==> src/rtl/inst_fetch_unit.sv <==
// Instruction fetch front end: sequential ROM addressing, one-cycle read-latency
// absorption, a prefetch FIFO toward decode and redirect with flush.
module inst_fetch_unit #(
  parameter int          DEPTH    = 4,
  parameter logic [31:0] RESET_PC = 32'h0000_0000
) (
  input  logic        clk_50,
  input  logic        rst_n,
  output logic [31:0] imem_addr,
  input  logic [31:0] imem_inst,
  input  logic        redirect,
  input  logic [31:0] redirect_pc,
  output logic        out_valid,
  input  logic        out_ready,
  output logic [31:0] out_pc,
  output logic [31:0] out_inst,
  output logic        out_fault
);

  localparam int PW = $clog2(DEPTH);
  localparam int CW = PW + 1;

  logic [31:0]   fetch_pc_q, fetch_pc_d;
  logic [31:0]   pc_s2_q, pc_s2_d;
  logic          v_s2_q, v_s2_d;
  logic [CW-1:0] count_q, count_d;
  logic [PW-1:0] wr_ptr_q, wr_ptr_d;
  logic [PW-1:0] rd_ptr_q, rd_ptr_d;

  logic [31:0]   fifo_pc_q   [DEPTH];
  logic [31:0]   fifo_inst_q [DEPTH];
  logic          fifo_fault_q[DEPTH];

  logic          issue;
  logic          push;
  logic          pop;
  logic [CW:0]   occupancy;

  // The in-flight ROM read counts as occupied so a full FIFO can never be overrun.
  always_comb begin
    occupancy  = {1'b0, count_q} + (CW + 1)'(v_s2_q);
    issue      = !redirect && (occupancy < (CW + 1)'(DEPTH));
    push       = v_s2_q && !redirect;
    pop        = (count_q != '0) && out_ready && !redirect;

    fetch_pc_d = fetch_pc_q;
    pc_s2_d    = pc_s2_q;
    v_s2_d     = issue;
    count_d    = count_q;
    wr_ptr_d   = wr_ptr_q;
    rd_ptr_d   = rd_ptr_q;

    if (redirect) begin
      fetch_pc_d = {redirect_pc[31:2], 2'b00};
      count_d    = '0;
      wr_ptr_d   = '0;
      rd_ptr_d   = '0;
    end else begin
      if (issue) begin
        pc_s2_d    = fetch_pc_q;
        fetch_pc_d = fetch_pc_q + 32'd4;
      end
      if (push) wr_ptr_d = wr_ptr_q + PW'(1);
      if (pop)  rd_ptr_d = rd_ptr_q + PW'(1);
      case ({push, pop})
        2'b10:   count_d = count_q + CW'(1);
        2'b01:   count_d = count_q - CW'(1);
        default: count_d = count_q;
      endcase
    end
  end

  always_ff @(posedge clk_50 or negedge rst_n) begin
    if (!rst_n) begin
      fetch_pc_q <= RESET_PC;
      pc_s2_q    <= '0;
      v_s2_q     <= 1'b0;
      count_q    <= '0;
      wr_ptr_q   <= '0;
      rd_ptr_q   <= '0;
    end else begin
      fetch_pc_q <= fetch_pc_d;
      pc_s2_q    <= pc_s2_d;
      v_s2_q     <= v_s2_d;
      count_q    <= count_d;
      wr_ptr_q   <= wr_ptr_d;
      rd_ptr_q   <= rd_ptr_d;
    end
  end

  // Entries are cleared on reset so the head outputs read as zero afterwards.
  always_ff @(posedge clk_50 or negedge rst_n) begin
    if (!rst_n) begin
      for (int i = 0; i < DEPTH; i++) begin
        fifo_pc_q[i]    <= '0;
        fifo_inst_q[i]  <= '0;
        fifo_fault_q[i] <= 1'b0;
      end
    end else if (push) begin
      fifo_pc_q[wr_ptr_q]    <= pc_s2_q;
      fifo_inst_q[wr_ptr_q]  <= imem_inst;
      fifo_fault_q[wr_ptr_q] <= (imem_inst == 32'h0);
    end
  end

  assign imem_addr = fetch_pc_q;
  assign out_valid = (count_q != '0);
  assign out_pc    = fifo_pc_q[rd_ptr_q];
  assign out_inst  = fifo_inst_q[rd_ptr_q];
  assign out_fault = fifo_fault_q[rd_ptr_q];

endmodule

==> config.mk <==
export PLATFORM = sky130hd
export DESIGN_NAME = inst_fetch_unit
export DESIGN_NICKNAME = d
export VERILOG_FILES = /design/src/rtl/inst_fetch_unit.sv
export SDC_FILE = /design/constraint.sdc
export NUM_CORES = 1
export LEC_CHECK = 0
export ABC_AREA = 0
export BUFFER_PORTS_ARGS = -buffer_cell sky130_fd_sc_hd__clkbuf_2
export CAP_MARGIN = 20
export CORE_UTILIZATION = 40
export CTS_CLUSTER_DIAMETER = 150
export CTS_CLUSTER_SIZE = 24
export DETAILED_ROUTE_END_ITERATION = 16
export PLACE_DENSITY_LB_ADDON = 0.05
export REMOVE_ABC_BUFFERS = 1
export SKIP_CTS_REPAIR_TIMING = 1
export SLEW_MARGIN = 5
export SYNTH_ARGS = -nofsm -noshare
export SYNTH_HDL_FRONTEND = slang
export SYNTH_SLANG_ARGS = --single-unit
==> constraint.sdc <==
create_clock -name clk_50 -period 2.9 [get_ports clk_50]
set_input_delay 0.29 -clock clk_50 [delete_from_list [all_inputs] [get_ports clk_50]]
set_output_delay 0.29 -clock clk_50 [all_outputs]
set_load 0.005 [all_outputs]
==> results.toml <==
[power_and_ir_drop]
pwr_density_cell_mw_per_mm2 = 913
pwr-share-seq_pct = 50.3
p_int_w = 0.0105
comb_power_share_pct = 32.5
power_frac_clock_pct = 17.2
leakage_nw = 7.23
swShare_pct = 29.2
power_w = 0.0148
ir_drop_mv = 0.490
p_switching_w = 0.00433

[critical_path]
rrSetupSlack_ns = 0.42
timing.rr.start = "v_s2_q$_DFF_PN0_"
worst_ep_required_time_ns = 2.61
reg2regPathDepth = 4
crit_arrival_ns = 2.31
cp_max_fo = 18
startpoint_type = "register"
criticalPathCategory = "register to primary output"
endpoint_kind = "primary output"
reg2reg_to = "fifo_inst_q[101]$_DFFE_PN0P_"

[job]
drv_cap = 0

[routing]
via_per_inst = 5.37
drtIter0Drc = 291
postRouteAntennaNets = 0
drc = 0
routedWlPerCell_um = 21.0
dr.pass1.iters = 4
drt_wl_total_mm = 32.6
vias = 8328

[synthesis]
synth.distinct_cells = 46
synth-simple-area-share_pct = 5.13
syn-cell-area_mm2 = 0.0142
netlist.area_leader.share_pct = 56.5
synth-seq-cells = 320
synthTopCellsByCount = "dfrtp_1 (320), mux2_2 (282), mux4_2 (63)"
synth-main-ff-cell = "dfrtp_1"
avgSynthCellArea_um2 = 15.1
synth_compound_area_share_pct = 2.42
synth-warning-count = 0
netlist_top_cells_area = "dfrtp_1 (56%), mux2_2 (22%), mux4_2 (10%)"
syn_inst = 939
synthAdderAreaFrac_pct = 0.582
synth_edf_count = 0
synth_top_family_by_area = "multiplexers"
synth-xor-area-share_pct = 0.803
synth-async-reset-ratio_pct = 100
synthMuxAreaShare_pct = 32.6
ys_seq_area_share_pct = 56.5
yosysTopAreaCell = "dfrtp_1"
synth_most_common_cell = "dfrtp_1"

[floorplanning]
die-height_um = 190
coreArea_mm2 = 0.0347
die_w_um = 190
rows = 68
die_area_mm2 = 0.0362
io_pins = 166
initial_core_util_pct = 40.8

[timing]
hold_violations = 2
setup_viol = 0
fmax_ghz = 0.385
skew_ns = 0.0235
hold_ws_ns = -0.00716
slew-limit-headroom_pct = 50.3
final.setup.tns_ns = 0
period_share_pct = 89.6
min_period_ns = 2.60
drv_slew = 0
worstMarginPinSlew_ns = 0.745
rsz0062_at_grt = "false"

[clock_network]
cts_max_path_buffers = 3
clock_latency_ns = 0.52
cts_sinks = 320
ctsRootBufferMaster = "clkbuf_16"
tritoncts = "yes"
cts.clk_slew.worst_paths_ns = 0.10
cts_buffers = 17
htree_levels = 1

[grt]
grt_max_degree = 71
antenna_found_initial = 1
track_usage_pct = 18.7
grt_pass1_wl_mm = 52.7
grt_pass1_vias = 8733
overflow = 0

[placement]
hpwl_mm = 21.6
io_buffers = 159
gp_congestion = 0.721

[finish]
n_antenna_cell = 0
area_delta_synth_final_pct = 14.4
drive_gt1_share_pct = 51.5
fin_nets = 1169

[hold_path]
min_path_type = "input port to register"
hold_path_depth = 3
hold_start = "redirect_pc[3]"
worstHoldEndpoint = "imem_addr[3]$_DFFE_PN0N_"

[run_status]
status = "finished with violations"
violations = "negative hold slack"
[state kept, by name, summed over array words and instances (netlist names)]
| name | cells |
|---|---|
| pc_s2_q | 30 |
| fifo_pc_q | 120 |
| count_q | 3 |
| rd_ptr_q | 2 |
| fifo_fault_q | 4 |
| fifo_inst_q | 128 |
| v_s2_q | 1 |
| wr_ptr_q | 2 |
| imem_addr | 30 |
[worst max path at each step]
stage	startpoint	to	slack [ns]
2_1_floorplan	rd_ptr_q[0]$_DFFE_PN0P_	out_fault	-0.61
3_3_place_gp	v_s2_q$_DFF_PN0_	fifo_inst_q[110]$_DFFE_PN0P_	0.44
3_5_place_dp	v_s2_q$_DFF_PN0_	fifo_inst_q[102]$_DFFE_PN0P_	0.40
4_1_cts	rd_ptr_q[0]$_DFFE_PN0P_	out_pc[17]	0.22
5_1_grt	rd_ptr_q[0]$_DFFE_PN0P_	out_pc[17]	0.15
6_report	rd_ptr_q[0]$_DFFE_PN0P_	out_pc[17]	0.30
[layout by cell type, fill, tap and decap left out, types with 2 or more instances in the layout]
cell type      instances
dfrtp_4                2
nand2_1               29
clkbuf_2             158
nand3_1               15
a31oi_1               15
o21ai_0               15
xnor2_1                7
nand4_1                6
conb_1                 4
nand2_4                4
buf_4                 17
and4_1                 2
o31ai_1               12
nor2_1                22
clkbuf_16             17
or3_1                  4
ha_1                   5
nor3_1                 7
mux2_2               282
dlygate4sd3_1          7
nand4_2                2
and3_1                 3
o211ai_1               3
mux2i_1                3
nor4_1                10
or4_1                 16
and2_1                 3
dfrtp_1              318
buf_12                11
mux4_2                63
xor2_1                 6
nor2b_1                2
inv_1                  6
[per-stage QoR]
| step | cells | cell area, um^2 | utilization [%] | worst slack [ns] |
|---|---|---|---|---|
| 3_5_place_dp | 1524 | 15700 | 45.2 | 0.398 |
| 4_1_cts | 1544 | 16200 | 46.5 | 0.218 |
| 6_report | 1551 | 16200 | 46.7 | 0.303 |
| 3_3_place_gp | 1524 | 15700 | 45.2 | 0.437 |
| 2_1_floorplan | 882 | 13900 | - | -0.612 |
| 5_1_grt | 1551 | 16200 | 46.7 | 0.154 |
[cell families after synthesis]
group	after synthesis
mux	348
other cells	1
simple gates	134
compound gates	51
fa+ha+maj	6
flops	320
xor+xnor	13
buf+inv	66
[power by group through the flow]
| stage | clock (W) | combinational (W) | sequential, W |
|---|---|---|---|
| final | 0.00254 | 0.00482 | 0.00745 |
| after global routing | 0.00284 | 0.00528 | 0.00774 |
| after CTS | 0.00269 | 0.00492 | 0.00747 |
| after detailed placement | 0 | 0.00492 | 0.00757 |
| after global placement | 0 | 0.00481 | 0.00754 |
| after floorplan | 0 | 0.00332 | 0.00726 |
[cell type report]
cell class                      count  area (um^2)
Fill cell                        3185        18500
Sequential cell                   320         8020
Multi-Input combinational cell    556         5940
Timing Repair Buffer              194         1220
Tap cell                          455          569
Clock buffer                       18          429
Clock inverter                      2         25.0
Inverter                            6         22.5
[routing by layer]
layer	up-vias	global-route usage [%]	share of wire, %
met4	2	3.11	1.1
met1	4385	26.6	47
met2	120	30.6	48
met3	24	3.07	3.7
met5	-	0	0.040
li1	3797	-	-
[worst max-delay path, stage by stage, from the launching register on]
cell and delay [ns]:
dfrtp_4 0.73, buf_4 0.36, mux4_2 0.54, clkbuf_2 0.15
(Power assumes the default switching activity.)
